===== src/rtl/commit_trace_pkg.sv =====
// Shared types for the commit trace buffer: one retired register write plus
// the sequence number it was given when it was seen.
package commit_trace_pkg;

   localparam int SEQ_W  = 16;
   localparam int PC_W   = 32;
   localparam int RD_W   = 5;
   localparam int DATA_W = 32;

   typedef struct packed {
      logic [PC_W-1:0]   pc;
      logic [RD_W-1:0]   rd;
      logic [DATA_W-1:0] data;
      logic [SEQ_W-1:0]  seq;
   } commit_rec_t;

   localparam int REC_W = PC_W + RD_W + DATA_W + SEQ_W;

endpackage


===== src/rtl/sync_fifo_fwft.sv =====
// First-word fall-through storage FIFO; the head entry is visible on rd_data
// as soon as valid is high.
module sync_fifo_fwft #(
   parameter int DEPTH = 16,
   parameter int WIDTH = 8
) (
   input  logic                     clk,
   input  logic                     reset,
   input  logic                     flush,
   input  logic                     push,
   input  logic                     pop,
   input  logic [WIDTH-1:0]         wr_data,
   output logic [WIDTH-1:0]         rd_data,
   output logic                     valid,
   output logic                     full,
   output logic [$clog2(DEPTH):0]   level
);

   localparam int AW = $clog2(DEPTH);

   logic [AW:0]      wr_ptr_q, wr_ptr_d;
   logic [AW:0]      rd_ptr_q, rd_ptr_d;
   logic [WIDTH-1:0] mem_q [DEPTH];
   logic             empty;
   logic             do_push;
   logic             do_pop;

   // Extra pointer bit separates full (MSBs differ) from empty (pointers equal).
   always_comb begin
      empty    = (wr_ptr_q == rd_ptr_q);
      full     = (wr_ptr_q[AW] != rd_ptr_q[AW]) &&
                 (wr_ptr_q[AW-1:0] == rd_ptr_q[AW-1:0]);
      level    = wr_ptr_q - rd_ptr_q;
      valid    = !empty;
      do_pop   = pop && !empty && !flush;
      do_push  = push && !flush && (!full || do_pop);
      wr_ptr_d = wr_ptr_q;
      rd_ptr_d = rd_ptr_q;
      if (flush) begin
         rd_ptr_d = wr_ptr_q;
      end else begin
         if (do_push) wr_ptr_d = wr_ptr_q + 1'b1;
         if (do_pop)  rd_ptr_d = rd_ptr_q + 1'b1;
      end
      rd_data = valid ? mem_q[rd_ptr_q[AW-1:0]] : '0;
   end

   always_ff @(posedge clk or posedge reset) begin
      if (reset) begin
         wr_ptr_q <= '0;
         rd_ptr_q <= '0;
      end else begin
         wr_ptr_q <= wr_ptr_d;
         rd_ptr_q <= rd_ptr_d;
      end
   end

   always_ff @(posedge clk) begin
      if (do_push) mem_q[wr_ptr_q[AW-1:0]] <= wr_data;
   end

endmodule


===== src/rtl/commit_trace_fifo.sv =====
// Commit trace buffer: filters x0 writes, numbers eligible commits, buffers
// them for a consumer and counts the ones that had to be dropped.
module commit_trace_fifo
   import commit_trace_pkg::*;
#(
   parameter int DEPTH     = 16,
   parameter int FILTER_X0 = 1
) (
   input  logic                   clk,
   input  logic                   reset,
   input  logic                   commit_valid,
   input  logic [PC_W-1:0]        commit_pc,
   input  logic [RD_W-1:0]        commit_rd,
   input  logic [DATA_W-1:0]      commit_data,
   input  logic                   flush,
   output logic                   trace_valid,
   input  logic                   trace_ready,
   output logic [PC_W-1:0]        trace_pc,
   output logic [RD_W-1:0]        trace_rd,
   output logic [DATA_W-1:0]      trace_data,
   output logic [SEQ_W-1:0]       trace_seq,
   output logic                   overflow,
   output logic [15:0]            drop_count,
   output logic [$clog2(DEPTH):0] level
);

   localparam logic [15:0] DROP_MAX = 16'hFFFF;

   commit_rec_t      wr_rec;
   commit_rec_t      rd_rec;
   logic             full;
   logic             eligible;
   logic             pop;
   logic             accept;
   logic             drop;
   logic [SEQ_W-1:0] seq_q, seq_d;
   logic [15:0]      drop_count_q, drop_count_d;
   logic             overflow_q, overflow_d;

   // A flush-cycle commit still burns a sequence number but is not a drop.
   always_comb begin
      eligible     = commit_valid && !((FILTER_X0 != 0) && (commit_rd == '0));
      pop          = trace_valid && trace_ready;
      accept       = eligible && !flush && (!full || pop);
      drop         = eligible && !flush && !accept;
      wr_rec       = '{pc: commit_pc, rd: commit_rd, data: commit_data, seq: seq_q};
      seq_d        = seq_q;
      overflow_d   = overflow_q;
      drop_count_d = drop_count_q;
      if (eligible) seq_d = seq_q + 1'b1;
      if (drop) begin
         overflow_d = 1'b1;
         if (drop_count_q != DROP_MAX) drop_count_d = drop_count_q + 1'b1;
      end
   end

   always_ff @(posedge clk or posedge reset) begin
      if (reset) begin
         seq_q        <= '0;
         overflow_q   <= 1'b0;
         drop_count_q <= '0;
      end else begin
         seq_q        <= seq_d;
         overflow_q   <= overflow_d;
         drop_count_q <= drop_count_d;
      end
   end

   sync_fifo_fwft #(
      .DEPTH (DEPTH),
      .WIDTH (REC_W)
   ) u_store (
      .clk     (clk),
      .reset   (reset),
      .flush   (flush),
      .push    (accept),
      .pop     (pop),
      .wr_data (wr_rec),
      .rd_data (rd_rec),
      .valid   (trace_valid),
      .full    (full),
      .level   (level)
   );

   assign trace_pc   = rd_rec.pc;
   assign trace_rd   = rd_rec.rd;
   assign trace_data = rd_rec.data;
   assign trace_seq  = rd_rec.seq;
   assign overflow   = overflow_q;
   assign drop_count = drop_count_q;

endmodule


===== config.mk =====
export PLATFORM = sky130hd
export DESIGN_NAME = commit_trace_fifo
export DESIGN_NICKNAME = d
export VERILOG_FILES = /design/src/rtl/commit_trace_pkg.sv /design/src/rtl/sync_fifo_fwft.sv /design/src/rtl/commit_trace_fifo.sv
export SDC_FILE = /design/constraint.sdc
export NUM_CORES = 1
export LEC_CHECK = 0
export CORE_MARGIN = 2
export CORE_UTILIZATION = 48
export CTS_CLUSTER_DIAMETER = 30
export DETAILED_ROUTE_END_ITERATION = 10
export PLACE_DENSITY_LB_ADDON = 0.25
export SKIP_LAST_GASP = 1
export SLEW_MARGIN = 20
export SYNTH_ARGS = -nofsm -noshare
export SYNTH_HDL_FRONTEND = slang
export SYNTH_SLANG_ARGS = --single-unit

===== constraint.sdc =====
create_clock -name clk -period 14.3 [get_ports clk]
set_clock_uncertainty 0.1 [all_clocks]
set_input_delay 2.86 -clock clk [delete_from_list [all_inputs] [get_ports clk]]
set_output_delay 2.86 -clock clk [all_outputs]
set_load 0.03 [all_outputs]

==> impl_metrics.json <==
{
  "status": "finished clean",
  "p_sw_mw": 4.46,
  "post-route-min-period_ns": 8.77,
  "cts_tree": "built",
  "antenna_left": 0,
  "clkTransAtPathRegs_ns": 0.04,
  "peakVddDrop_uv": 178,
  "fin_area_mm2": 0.0662,
  "grt_max_degree": 163,
  "path_class": "flip-flop to output pin",
  "dp_hpwl_um": 57500,
  "drive_above_1_share_pct": 28.3,
  "cts_setup_buffers": 0,
  "ys_seq_elements": 1403,
  "async_flop_share_pct": 3.06,
  "power_frac_seq_pct": 33.0,
  "clk_latency_ns": 0.84,
  "synth_area_mm2": 0.0535,
  "worstHoldPathType": "flip-flop to flip-flop",
  "cts_sinks": 1403,
  "antenna_found_initial": 7,
  "dr.pass1.iters": 8,
  "routed_via_density": 5.85,
  "synth_nets": 2390,
  "maxCapViolations": 0,
  "relSlewSlack_pct": 9.76,
  "post-route-period-util_pct": 61.3,
  "nNetsFinal": 2784,
  "rsz0062_at_grt": "false",
  "swShare_pct": 29.6,
  "drc": 0,
  "num_vias": 25702,
  "ios": 182,
  "place_congestion": 0.779,
  "cp_max_fo": 54,
  "synthCells": 2304,
  "p_clk_share_pct": 40.4,
  "final_util_pct": 59.8,
  "grtUsageTotal_pct": 21.9,
  "setup_viol": 0,
  "initial_core_util_pct": 48.4,
  "combPwrFrac_pct": 26.6,
  "cts_resized": 0,
  "grt_pass1_wl_um": 180000,
  "cts.root.buffer_cell": "clkbuf_16",
  "cts_buffers": 284,
  "p_int_mw": 10.6,
  "worstMarginPinSlew_ns": 1.35,
  "startpoint_type": "flip-flop",
  "grt_pass1_vias": 27574,
  "synthToLayoutAreaGrowth_pct": 23.7,
  "die_w_um": 338,
  "clock_path_buffers": 4,
  "place_ws_ns": 5.86,
  "die-area_mm2": 0.114,
  "endpoint_kind": "output pin",
  "portBuffers": 181,
  "synth_edf_count": 1360,
  "hold_viol": 0,
  "die_h_um": 338,
  "finalPower_mw": 15.1,
  "cts_max_level": 5,
  "power_leakage_nw": 22.0,
  "slew_violations": 0,
  "hold_buffers": 0,
  "wl_met2_um": 60800,
  "synth_area_per_cell_um2": 23.2,
  "setup_slack_ns": 5.53,
  "critPathArrivalTime_ns": 5.81,
  "wl_met3_um": 8830,
  "crit_required_ns": 11.34,
  "wl_per_cell_um": 28.0,
  "synthDistinctLibCells": 41,
  "met1_length_um": 50400,
  "max_clock_freq_ghz": 0.114,
  "yosysSeqAreaShare_pct": 78.3,
  "synth_flop_cell": "edfxtp_1",
  "drtIter0Drc": 2706,
  "pwr_density_cell_mw_per_mm2": 228,
  "grt.overflow.total": 0,
  "ys_warn_count": 0,
  "coreArea_mm2": 0.111,
  "row_count": 122,
  "highest_layer": "met5",
  "dpl_cell_area_mm2": 0.0572,
  "fin_setup_tns_ns": 0,
  "drt-total-wl_um": 123000
}
==> metrics by stage <==
step / hold WS (ns) / instances
after global routing: 0.425 / 4395
after global placement: 0.356 / 3899
after floorplan: 0.395 / 2304
final: 0.396 / 4395
after detailed placement: 0.378 / 3899
after CTS: 0.398 / 4391
==> power by group through the flow <==
| stage | Clock, mW | Combinational [mW] | Sequential [mW] |
|---|---|---|---|
| 2_1_floorplan | 0 | 2.70 | 4.96 |
| 3_3_place_gp | 0 | 4.02 | 5.02 |
| 3_5_place_dp | 0 | 4.06 | 5.04 |
| 4_1_cts | 6.18 | 4.08 | 4.97 |
| 5_1_grt | 6.41 | 4.24 | 5.00 |
| 6_report | 6.10 | 4.02 | 4.97 |
==> cells by family after synthesis <==
logic type	count (synthesis)	synth area share, %
multiplexers	515	17.6
AO/OA/AOI/OAI	101	1.18
adder cells (fa/ha/maj)	12	0.295
AND/OR/NAND/NOR	107	1.04
XOR/XNOR	38	0.622
buffers and inverters	128	0.972
flip-flops	1403	78.3
==> final cells by class <==
cell class	instances	area [um2]
fillers	7661	44500
flip-flops and latches	1403	41900
multi-input cells	773	11200
clock buffers	337	7380
repair buffers	224	2210
well taps	1488	1860
clock inverters	155	1540
inverters	12	53.8
diodes	3	7.51
==> flip-flops by register name, summed over array words and instances, names as in the netlist <==
register / flops
u_store.rd_ptr_q: 5
overflow: 1
u_store.wr_ptr_q: 5
u_store.mem_q: 1360
drop_count: 16
seq_q: 16
==> cell usage after synthesis, types with 2 or more instances <==
cell type  instances  share of area, %
and3_1             6             0.070
a21o_1             2             0.028
ha_1              11              0.26
o22ai_1           85              0.99
nand4_1           11              0.13
o21ai_0            5             0.047
nand2_1           27              0.19
or4_1              2             0.028
nor2_1            21              0.15
inv_1             11             0.077
xnor2_1           30              0.49
mux2i_1          172               3.2
nor4_1             3             0.035
nand2b_1           3             0.035
buf_1             28              0.20
clkbuf_1          58              0.41
nor3_1            11              0.10
a21oi_1            4             0.037
xor2_1             8              0.13
buf_2             29              0.27
dfrtp_1           43               2.0
or2_2              2             0.023
edfxtp_1        1360                76
mux2_2             3             0.063
nand3_1           13              0.12
mux4_2           340                14
and4_1             2             0.033
==> per-layer routing <==
metal	vias up	global-route usage [%]
met5	-	0
met4	6	7.15
met3	209	5.19
met2	1009	35.7
met1	13750	29.5
li1	10728	-
==> path summary, 6_finish.rpt <==
| path | startpoint | to | slack (ns) | cells after the start |
|---|---|---|---|---|
| hold / removal | overflow | overflow | 0.40 | 1 |
| hold reg to reg | overflow | overflow | 0.40 | 1 |
| max in group asynchronous | reset | u_store.rd_ptr_q[1] | 11.14 | 2 |
| setup / recovery | u_store.rd_ptr_q[0] | trace_pc[26] | 5.53 | 7 |
| min in group asynchronous | reset | drop_count[12] | 2.38 | 2 |
| setup reg to reg | u_store.rd_ptr_q[2] | u_store.mem_q[6][30] | 8.96 | 9 |
==> critical path, stage by stage, from the launching register on <==
cell,delay [ns]
dfrtp_4,1.00
buf_6,0.70
buf_4,0.77
buf_4,0.78
mux4_2,0.60
mux2i_1,0.17
o22ai_1,0.13
clkdlybuf4s50_1,0.66
==> placed cells by master (no fill, tap or decap), drive strengths merged, types with 2 or more instances in the layout <==
cell type / count
nand2b: 3
nor4: 4
a21o: 2
or2: 2
buf: 43
clkinvlp: 19
o22ai: 85
xnor2: 30
inv: 28
clkinv: 96
nand2: 27
ha: 11
clkdlybuf4s50: 181
o21ai: 6
and3: 6
bufinv: 24
mux2i: 172
nor2: 21
or4: 2
clkbuf: 337
xor2: 8
and4: 2
nor3: 11
nand4: 11
a21oi: 4
nand3: 13
edfxtp: 1360
mux4: 340
dfrtp: 43
mux2: 3
diode: 3
(Power assumes the default switching activity.)
